<file path="config.mk">
export PLATFORM = sky130hd
export DESIGN_NAME = procb_buf
export DESIGN_NICKNAME = d
export VERILOG_FILES = /design/src/rtl/procb_buf.sv
export SDC_FILE = /design/constraint.sdc
export NUM_CORES = 1
export LEC_CHECK = 0
export ABC_AREA = 1
export BUFFER_PORTS_ARGS = -buffer_cell sky130_fd_sc_hd__buf_4
export CAP_MARGIN = 0
export CORE_ASPECT_RATIO = 1.5
export CORE_MARGIN = 1.5
export CORE_UTILIZATION = 30
export DETAILED_ROUTE_END_ITERATION = 10
export PLACE_DENSITY_LB_ADDON = 0.3
export SKIP_LAST_GASP = 1
export SYNTH_ARGS = -nofsm -noshare
export SYNTH_HDL_FRONTEND = slang
export SYNTH_SLANG_ARGS = --single-unit
</file>
<file path="constraint.sdc">
create_clock -name CLK -period 5.43 [get_ports CLK]
set_input_delay 0.2715 -clock CLK [delete_from_list [all_inputs] [get_ports CLK]]
set_output_delay 0.2715 -clock CLK [all_outputs]
set_load 0.01 [all_outputs]
</file>
<file path="src/rtl/procb_buf.sv">
// Per-thread circular queues of process_bytes records, read through a show-ahead
// lookup port whose speculative lookups are committed or discarded by the consumer.
`ifndef N_THREADS
`define N_THREADS 8
`endif
`ifndef MSB
`define MSB(x) ($clog2((x) + 1) - 1)
`endif
`ifndef MEM_ADDR_MSB
`define MEM_ADDR_MSB 15
`endif
`ifndef PROCB_CNT_MSB
`define PROCB_CNT_MSB 6
`endif
`ifndef PROCB_D_WIDTH
`define PROCB_D_WIDTH (`MEM_ADDR_MSB + `PROCB_CNT_MSB + 3)
`endif

module procb_buf #(
  parameter int N_THREADS     = `N_THREADS,
  parameter int N_THREADS_MSB = `MSB(N_THREADS - 1),
  parameter int DEPTH         = 4,
  parameter int DEPTH_MSB     = `MSB(DEPTH - 1)
) (
  input  logic                      CLK,
  input  logic                      RST_N,
  input  logic [N_THREADS_MSB:0]    wr_thread_num,
  input  logic                      wr_en,
  input  logic [`PROCB_D_WIDTH-1:0] din,
  output logic                      wr_full,
  input  logic [N_THREADS_MSB:0]    procb_rd_thread_num,
  input  logic                      procb_lookup_en,
  input  logic                      procb_rd_en,
  input  logic                      procb_rd_rst,
  output logic                      procb_lookup_empty,
  output logic [`PROCB_D_WIDTH-1:0] procb_dout,
  output logic                      err
);

  localparam int PW = DEPTH_MSB + 2;  // slot index plus wrap bit
  localparam int DW = `PROCB_D_WIDTH;

  logic [DW-1:0]          mem [N_THREADS*DEPTH];
  logic [PW-1:0]          wr_ptr [N_THREADS];
  logic [PW-1:0]          rd_ptr [N_THREADS];
  logic [PW-1:0]          look_ofs;
  logic [N_THREADS_MSB:0] thr_r;

  logic [PW-1:0] ofs_e;
  logic [PW-1:0] la;
  logic [PW-1:0] look_ofs_nxt;
  logic          do_wr;
  logic          do_look;
  logic          do_commit;

  // A thread switch discards every uncommitted lookup of the previous thread.
  assign ofs_e              = (procb_rd_thread_num != thr_r) ? '0 : look_ofs;
  assign la                 = rd_ptr[procb_rd_thread_num] + ofs_e;
  assign procb_dout         = mem[{procb_rd_thread_num, la[DEPTH_MSB:0]}];
  assign procb_lookup_empty = (la == wr_ptr[procb_rd_thread_num]);
  assign wr_full            = ((wr_ptr[wr_thread_num] - rd_ptr[wr_thread_num]) == PW'(DEPTH));

  assign do_wr     = wr_en & ~wr_full;
  assign do_look   = procb_lookup_en & ~procb_lookup_empty;
  assign do_commit = procb_rd_en & (ofs_e != '0);

  // NOTE: every output of an always_comb gets a default first so no latch is inferred.
  always_comb begin
    look_ofs_nxt = ofs_e;
    unique case ({do_look, do_commit})
      2'b10:   look_ofs_nxt = ofs_e + PW'(1);
      2'b01:   look_ofs_nxt = ofs_e - PW'(1);
      default: look_ofs_nxt = ofs_e;
    endcase
  end

  // NOTE: sequential state uses non-blocking assignments only, so every flop samples pre-edge values.
  always_ff @(posedge CLK or negedge RST_N) begin
    if (!RST_N) begin
      for (int t = 0; t < N_THREADS; t++) begin
        wr_ptr[t] <= '0;
        rd_ptr[t] <= '0;
      end
      look_ofs <= '0;
      thr_r    <= '0;
      err      <= 1'b0;
    end else begin
      thr_r <= procb_rd_thread_num;
      err   <= err | (wr_en & wr_full)
                   | (procb_lookup_en & procb_lookup_empty)
                   | (procb_rd_en & (ofs_e == '0));
      if (procb_rd_rst) begin
        for (int t = 0; t < N_THREADS; t++) begin
          wr_ptr[t] <= '0;
          rd_ptr[t] <= '0;
        end
        look_ofs <= '0;
      end else begin
        look_ofs <= look_ofs_nxt;
        if (do_wr)
          wr_ptr[wr_thread_num] <= wr_ptr[wr_thread_num] + PW'(1);
        if (do_commit)
          rd_ptr[procb_rd_thread_num] <= rd_ptr[procb_rd_thread_num] + PW'(1);
      end
    end
  end

  // NOTE: the record RAM is deliberately not reset; pointers alone define which entries are valid.
  always_ff @(posedge CLK) begin
    if (do_wr && !procb_rd_rst)
      mem[{wr_thread_num, wr_ptr[wr_thread_num][DEPTH_MSB:0]}] <= din;
  end

endmodule

</file>
After elaboration in Yosys (flattened, before gate mapping) --
Memories as Yosys holds them, arrays and structs flattened. Cells that the tools add are included.
Cells by class: $add $sub $neg 6, $lt $le $gt $ge 4, equal/unequal tests 5, multiplexer cells 27, bitwise gates (word level) 13, reduce and logical (&&, ||, !) cells 8
Operators by type and width (number):
- 24-bit 2-to-1 mux | 4
- 24-bit bitwise mux | 2
- 3-bit binary-select mux with 3-bit select | 4
- 3-bit 2-to-1 mux | 12
- 3-bit demux with 3-bit select | 2
- 3-bit by 1-bit adder with 3-bit output (second input constant) | 3
- 4-bit >= comparator (second input constant) | 2
- 4-bit by 1-bit less-than comparator with 1-bit output (second input constant) | 2
- 3-bit NOT with 4-bit output | 2
- 1-bit bitwise AND | 6
- 3-bit case mux with 2 select lines | 1
- 2-bit nonzero test | 2
- 3-bit adder | 1
- 3-bit equality test | 1
- 3-bit equality test (second input constant) | 1
- 1-bit logical AND | 3
- 3-bit zero test | 1
- 3-bit != test | 1
- 1-bit bitwise OR | 3
- 3-bit nonzero test | 1
- 3-bit by 1-bit subtractor with 3-bit output (second input constant) | 1
- 3-bit subtractor | 1
- 2-bit by 1-bit equality test with 1-bit output (second input constant) | 1
- 2-bit equality test (second input constant) | 1
- other kinds (3) | 5
Word-level totals: flip-flop bits (word level) 55, memory bits (writable) 768, bits of input ports 36, output and inout port bits 27, word-level logic and storage cells 83, memories 1
Memories:
- mem | depth 32, bits a word 24, read ports 1, clocked after Yosys merged registers in 0, wr ports 1, RTL line 43 | logic [DW-1:0] mem [N_THREADS*DEPTH];

Longest topological paths before layout --
Gate-level depths: netlist of the first run.
depth after elaboration 11, mapped depth 24, gate-level depth less buffers 23

Worst setup path before layout of the first run --
Ideal clock, no wire load.
path type in2reg, start point in procb_rd_thread_num[0], end point reg look_ofs[2], library setup time 126 ps, arrival 3973 ps, data required time 5304 ps, path slack 1331 ps, stages on the path 21, path buffers 5, cells stage by stage buf_2 -> nand3_1 -> clkinv_1 -> clkbuf_1 -> a221oi_1 -> nand2_1 -> fa_1 -> buf_2 -> clkbuf_1 -> clkbuf_1 -> nand3_1 -> nand2_1 -> nor2_1 -> nand3_1 -> nand2_1 -> ha_1 -> fa_1 -> a21oi_1 -> o21ai_0 -> o21ai_0 -> a21oi_1
Between the ends: cells in the longest elaborated chain, start to end 11, elaborated cells on any way between the ends 21, classes of those cells add/sub (3); eq/ne (4); mux (9); bitwise (4); reduce/logical (1)
RTL lines:
- start, declared | RTL line 31 | input logic [N_THREADS_MSB:0] procb_rd_thread_num,
- 3-bit NOT with 4-bit output (implied by the code) | RTL line 58, 60
- 3-bit binary-select mux with 3-bit select | RTL line 58 | assign la = rd_ptr[procb_rd_thread_num] + ofs_e;
- 3-bit 2-to-1 mux (implied by the code) (2 in a row) | RTL line 58
- 3-bit adder | RTL line 58
- 3-bit equality test | RTL line 60 | assign procb_lookup_empty = (la == wr_ptr[procb_rd_thread_num]);
- 1-bit NOT | RTL line 64 | assign do_look = procb_lookup_en & ~procb_lookup_empty;
- 1-bit bitwise AND | RTL line 64
- 2-bit by 1-bit equality test with 1-bit output or 2-bit equality test (tied branches) | RTL line 70 | unique case ({do_look, do_commit})
- 3-bit case mux with 2 select lines (*) | RTL line 70
- 3-bit 2-to-1 mux (*) | RTL line 92 | if (procb_rd_rst) begin
- end signal, assigned | RTL line 99 | look_ofs <= look_ofs_nxt;
- end, declared | RTL line 46 | logic [PW-1:0] look_ofs;
Every way passes the cells marked *; elsewhere a longest branch is shown, timed or not. The select of a mux whose other input is x is not followed. A chain may end at the register's enable or synchronous reset.

Worst setup path after layout of the first run --
start point in procb_rd_thread_num[0], end point out procb_dout[14]
Between the ends: cells in the longest elaborated chain, start to end 6, elaborated cells on any way between the ends 8, classes of those cells add/sub (1); eq/ne (1); mux (4); bitwise (1); memory (1)
RTL lines:
- 3-bit NOT with 4-bit output (implied by the code) | RTL line 58
- 3-bit binary-select mux with 3-bit select | RTL line 58
- 3-bit 2-to-1 mux (implied by the code) (2 in a row) | RTL line 58
- 3-bit adder | RTL line 58
- memory read 32 x 24 bit (*)
- end, declared | RTL line 36 | output logic [`PROCB_D_WIDTH-1:0] procb_dout,
Marks and branches as above.

==> results.md, run 1 <==
* Initial core utilization at 0.302
* Area contributors post-synth: edfxtp_1, o21ai_0, nor2_1
* H-tree levels at 3
* Vias in the first global route at 21,200
* Synthesized area at 33,100 µm²
* Deepest clock path buffer count at 3
* DRT Wirelength at 102 mm
* Fill cells at 10,600
* Tmin final at 5110 ps
* Die X at 274 µm
* I/O Pins at 63
* Tcrit/Tclk final at 0.940
* Endpoints failing setup at 0
* Worst ir drop on vdd at roughly 0.25 mV
* Post-route design area at 38,400 µm²
* Data required time of the worst path at 5160 ps
* Hold WS at 28.8 ps
* Post-synth EDFFs at 768
* Antenna violations before repair at 3
* Sequential share of power at 0.484
* Syn Inst Count at 2,627
* FFs w/ async S/R, synth at 0.0668
* CP Buf/Inv Count at 10
* DRT antenna net count at 0
* Worst-path fanout max at 72
* WP data arrival at 4830 ps
* Critical path class: in -> out
* Most frequent cells in the layout: edfxtp_1, nor2_1, o21ai_0
* Pwr dens at 374 nW/µm²
* Register bit total from synthesis at 823
* Area Growth Syn to Fin at 16.1%
* 1st-iter DRT viols at 1,795
* Die Y-Extent at 410 µm
* Internal power at 10.7 mW
* RSZ-0062 raised after global routing: no
* Core Region at 110,000 µm²
* Final Non-Filler Cells at approximately 4,200
* CTS Buf Count at 78
* Fmax at 0.196 GHz
* Avg Inst Size Synth at 12.6 µm²
* Sw Share at 0.255
* Maxcap violations at 0
* Largest net degree at the start of global routing at 160
* Wirelength per Cell at between 20 and 25 µm
* Routability congestion estimate at around 0.9
* Post-placement cell area at 35,600 µm²
* Leakage Power at 12.8 nW
* TritonRoute pass-1 iters at 5
* Clk slew on worst S/H paths at 60 ps
* FF+latch area at 24,400 µm²
* Most Frequent Cell on Critical Path: buf_4
* Core Rows at 149
* Port Buffers at 62
* DRC violations left at 0
* Unique cell type count in the Yosys netlist at 39
* Outcome: complete, no violations
* Final setup TNS at 0 ps
* Comb power frac at 0.120
* Area of the multi-input gates at slightly below 8000 µm²
* HP Class: in -> reg
* CP peak stage delay at 910 ps
* Worst clock skew at about 20 ps
* Largest area contributor in the netlist: edfxtp_1
* Most common cell after layout, fill and taps aside: edfxtp_1
* Synth warnings at 0
* Fin. max-slew vios at 0
* Total Routing Usage GR at 0.180
* Layout Nets at around 2,700
* Post-DP HPWL at 57.8 mm
* Die area at 112,000 µm²
* Synth top area share at 0.696
* Syn Nets at 2,674
* Crit path capture type: output pin
* Synth Flop Type: edfxtp_1
* CP cell instances: dlygate4sd3_1, buf_4, inv_1, nand3_1, buf_4, o22ai_1, a211oi_1, nand2_1, clkinvlp_4, ha_4, inv_1, fa_4, inv_6, buf_12, buf_4, o21ai_0, o22ai_1, nand2_1, nand4_1, or3_1, buf_4
* Via-to-Cell Ratio at between 5 and 6
* Type of origin of the critical path: primary input
* Worst Tran Pin Value at 1140 ps
* Vias at 21,800
* Final Hold Vio Count at 0
* CP delay by family, top: buffers and inverters
* Register area share after synthesis at 0.738
* Worst-skew pair later-pin latency at between 600 and 700 ps
* Layout cell share with drive strength beyond 1 at 0.106
* Clock power share at 0.396
* DP Cell Count at 4,017
* First-pass GRT wire length at roughly 150 mm
* CTS tree: built
* Sw Pwr at 3.66 mW
* Slew headroom at 0.240
* Clock Tree Root: clkbuf_16
* Worst path slowest cell: fa_4
* CTS Sinks at just over 800
* GRT Residual Overflow at 0
==> registers in the layout, indices dropped and copies added (netlist names) <==
name / flops
wr_ptr: 24
look_ofs: 3
err: 1
rd_ptr: 24
thr_r: 3
mem: 768
==> per-stage QoR <==
step	power, mW	worst slack (ps)	util
after CTS	14.5	263	0.350
after global placement	8.82	775	0.325
after detailed placement	8.82	855	0.325
final	14.4	324	0.350
after floorplan	8.13	1330	-
after global routing	14.9	54.7	0.350
==> timing repair <==
| item | in CTS | in global routing |
|---|---|---|
| hold buffers | 12 | 0 |
| gates resized for setup | 0 | 1 |
| endpoints found under the setup margin | 0 | 2 |
| hold endpoints to repair | 137 | 0 |
| buffers inserted | 0 | 3 |
==> final cells by class <==
cell class | instances | area share
Inverter | 80 | 0.00823
Multi-Input combinational cell | 1567 | 0.206
Tap cell | 1434 | 0.0467
Clock buffer | 92 | 0.0532
Sequential cell | 823 | 0.636
Timing Repair Buffer | 128 | 0.0339
Clock inverter | 52 | 0.0156
Antenna cell | 3 | 0.000195
==> power groups by stage <==
stage	registers [mW]	logic (mW)	clock network (mW)
floorplan	7.10	1.04	0
global placement	7.10	1.72	0
detailed placement	7.10	1.73	0
CTS	6.96	1.74	5.78
global route	6.96	1.89	6.01
finish	6.96	1.73	5.70
==> cell usage after synthesis, drive strengths merged (28+ instances only) <==
cell	instances
nand4	28
o22ai	216
o21ai	409
nand2	290
edfxtp	768
dfrtp	55
inv	75
buf	55
nor2	449
a22o	39
clkbuf	102
nand3	65
==> worst reg2reg max path: stages, from the launching register on <==
cell     delay (ps)
dfrtp_1         380
xnor2_1         200
nand3_1         170
nor2_1          400
ha_4            190
inv_1            50
fa_4            730
inv_6           320
nand2_1         100
nand2_1         100
nor2_1           80
nand3_1          90
nand2_1          60
ha_1            240
fa_1            440
a21oi_1         150
o21ai_0         130
o21ai_0         180
a21oi_1          60
==> logic make-up (layout without fill, tap and decap cells) <==
kind of cell               after synthesis  after routing  share of synthesized area
buffers and inverters                  237            352                     0.0304
xor gates and xnor gates                 6              6                    0.00159
other                                    0              3                          0
and+or+nand+nor                        861            861                      0.107
adders and majority gates               11             11                    0.00461
DFF                                    823            823                      0.738
AOI/OAI and AO/OA                      689            689                      0.118
==> routing by layer <==
metal	global-route usage	vias to the layer above	share of wire
met2	0.319	654	0.52
met1	0.213	11200	0.39
li1	-	9759	-
met5	0	-	0
met4	0.0853	0	0.044
met3	0.0265	206	0.046
==> path summary, 6_finish.rpt <==
check / slack (ps) / to / cells after the start / from
max: 320 / procb_dout[14] / 21 / procb_rd_thread_num[0]
min: 30 / mem[22][18]$_DFFE_PP_ / 1 / din[18]
max reg2reg: 1240 / look_ofs[2]$_DFF_PN0_ / 18 / thr_r[2]$_DFF_PN0_
min reg2reg: 490 / rd_ptr[20]$_DFFE_PN0P_ / 2 / rd_ptr[20]$_DFFE_PN0P_
max in group asynchronous: 4680 / wr_ptr[23]$_DFFE_PN0P_ / 2 / RST_N
min in group asynchronous: 220 / thr_r[2]$_DFF_PN0_ / 2 / RST_N
(Power assumes the default switching activity.)
==> run 2, diff against run 1 <==
Settings changed: ABC_AREA 1 to unset.
==> results.md, run 2 <==
* H-tree levels at 3
* Die Y-Extent at approximately 400 µm
* Outcome: complete, no violations
* CTS tree: built
* Routing usage on met3 at 0.0274
* Largest area contributor in the netlist: edfxtp_1
* Die X at ~270 µm
* Vias in the first global route at 17,400
* First-pass GRT wire length at 128 mm
* Synth top area share at 0.715
* M1 GR Usage at 0.206
* Total Routing Usage GR at 0.164
* Unique cell type count in the Yosys netlist at 53
* Maxcap violations at 0
* Setup WS pre-CTS at 516 ps
* Routability congestion estimate at slightly below 0.8
* Register area share after synthesis at 0.757
* Fmax at 0.191 GHz
* Antenna violations before repair at 5
* Clock Tree Root: clkbuf_16
* GRT Residual Overflow at 0
* Diodes inserted at 0
* Largest net degree at the start of global routing at 56
* Count leader, synth: edfxtp_1
* Core Region at 107,000 µm²
* WP data arrival at 4980 ps
* Worst Tran Pin Value at 1060 ps
* Via-to-Cell Ratio at ~5.2
* Layout Nets at about 1,700
* Area Growth Syn to Fin at 18.4%
* Synth Flop Type: edfxtp_1
* Wirelength per Cell at 28.2 µm
* TritonRoute pass-1 iters at 5
* DRT Wirelength at 89.5 mm
* DRT antenna net count at 0
* Data required time of the worst path at 5160 ps
* DP Cell Count at about 3,000
* Worst Hold Depth at 1
* Final setup margin at ~180 ps
* RSZ-0062 raised after global routing: no
* Max reg flops at 768
* Cells on worst reg2reg path at 11
* Power Total at 13.6 mW
* HP Class: in -> reg
* Register bit total from synthesis at 823
* Post-CTS setup buffer count at 0
* Worst clock skew at 27.4 ps
* Vias at 16,500
* FFs w/ async S/R, synth at 0.0668
* Port Buffers at between 60 and 70
* Deepest clock path buffer count at 3
* Endpoints failing setup at 0
* Fin. max-slew vios at 0
* Worst-path fanout max at 32
* Layout cell share with drive strength beyond 1 at 0.291
* Busiest grt layer: met2
* Crit path capture type: output pin
* CTS Sinks at 823
* Post-DP HPWL at 48.8 mm
* Final Non-Filler Cells at 3,175
* Critical path class: in -> out
* Core Rows at 147
* Pwr dens at 357 nW/µm²
* Post-route design area at 38,200 µm²
* Initial core utilization at 0.302
* 1st-iter DRT viols at 1,554
* Leakage Power at 12.2 nW
* DRC violations left at 0
* Hold WS at 35.1 ps
* Synth warnings at 0
* Final Util at 0.358
* Final Hold Vio Count at 0
* Fill cells at 9,739
* Syn Inst Count at 1,548
* Grt met2 use at 0.290
* Type of origin of the critical path: primary input
* Worst-skew pair later-pin latency at 650 ps
* Clk slew on worst S/H paths at approximately 60 ps
* Die area at 110,000 µm²
* Worst ir drop on vdd at 0.223 mV
* Slew headroom at 0.293
* Synthesized area at approximately 32,000 µm²
* Tmin final at about 5200 ps
* Area contributors post-synth: edfxtp_1, mux4_2, dfrtp_1
* Syn Nets at between 1,500 and 2,000
* CTS Buf Count at 80
* Most common cell after layout, fill and taps aside: edfxtp_1
* Commonest cells in the netlist: edfxtp_1, mux4_2, a22oi_1, nor2_1, clkbuf_1
* I/O Pins at between 60 and 70
* Final setup TNS at 0 ps
* Post-synth EDFFs at 768
* Most frequent cells in the layout: edfxtp_1, mux4_2, buf_4
* Tcrit/Tclk final at 0.966
* Avg Inst Size Synth at 20.9 µm²
* R2R Setup Slk at ~1200 ps
* Post-placement cell area at 35,400 µm²
## run 2: cell types whose count changed in the layout (fill, tap and decap cells not counted), moves of 37 or more
cell,before,now
nor2_1,415,40
inv_1,66,6
a22o_1,39,2
nand3_1,62,22
mux2i_1,0,51
o21ai_0,404,10
o22ai_1,216,4
nand2_1,281,35
a22oi_1,4,99
mux4_2,0,200
## run 2: cell type report
class                      count  area [µm²]  area share
tap                         1415        1770      0.0463
multi-input combinational    632        7840       0.205
timing repair buffer         153        1580      0.0414
sequential                   823       24400       0.640
clock inverter                47         423      0.0111
inverter                       8        33.8    0.000884
clock buffer                  97        2130      0.0557
## run 2: final timing paths
path                                        startpoint                    end
worst max-delay path            procb_rd_thread_num[0]          procb_dout[4]
worst min-delay path                           din[17]  mem[28][17]$_DFFE_PP_
worst max register to register  wr_ptr[19]$_DFFE_PN0P_  mem[28][18]$_DFFE_PP_
worst min register to register           err$_DFF_PN0_          err$_DFF_PN0_
max in group asynchronous                        RST_N  wr_ptr[1]$_DFFE_PN0P_
min in group asynchronous                        RST_N  look_ofs[1]$_DFF_PN0_
## run 2: cell families (layout without fill, tap and decap cells)
logic type | count (synthesis) | after routing | synth area share
flops | 823 | 823 | 0.757
mux | 257 | 257 | 0.158
simple gates | 205 | 205 | 0.0304
compound gates | 149 | 149 | 0.0355
buf+inv | 93 | 305 | 0.0111
fa+ha+maj | 11 | 11 | 0.00473
xor+xnor | 10 | 10 | 0.00357
## run 2: metal layers
metal  up-vias  routed length (µm)
met5         -                  13
met4         2                1870
met3       121                4610
met2       528               46700
met1      9089               36200
li1       6804                   -
## run 2: power by group
part,switching [mW],internal [mW]
Clock,2.36,3.13
Sequential,0.00949,6.96
Combinational,0.648,0.518
## run 2: repair_timing
action / 4_1_cts / 5_1_grt
endpoints found under the setup margin: 0 / 5
gates resized for setup: 0 / 5
hold buffers: 23 / 0
endpoints found under the hold margin: 434 / 0
## run 2: worst max-delay path, cell delays in order
cell,delay [ps]
dlygate4sd3_1,540
buf_4,250
clkinvlp_4,240
o221ai_1,150
a2111o_1,560
inv_1,170
ha_4,140
inv_1,50
fa_4,980
buf_12,260
buf_12,240
mux4_2,340
a22oi_1,220
nand4_1,240
buf_4,230
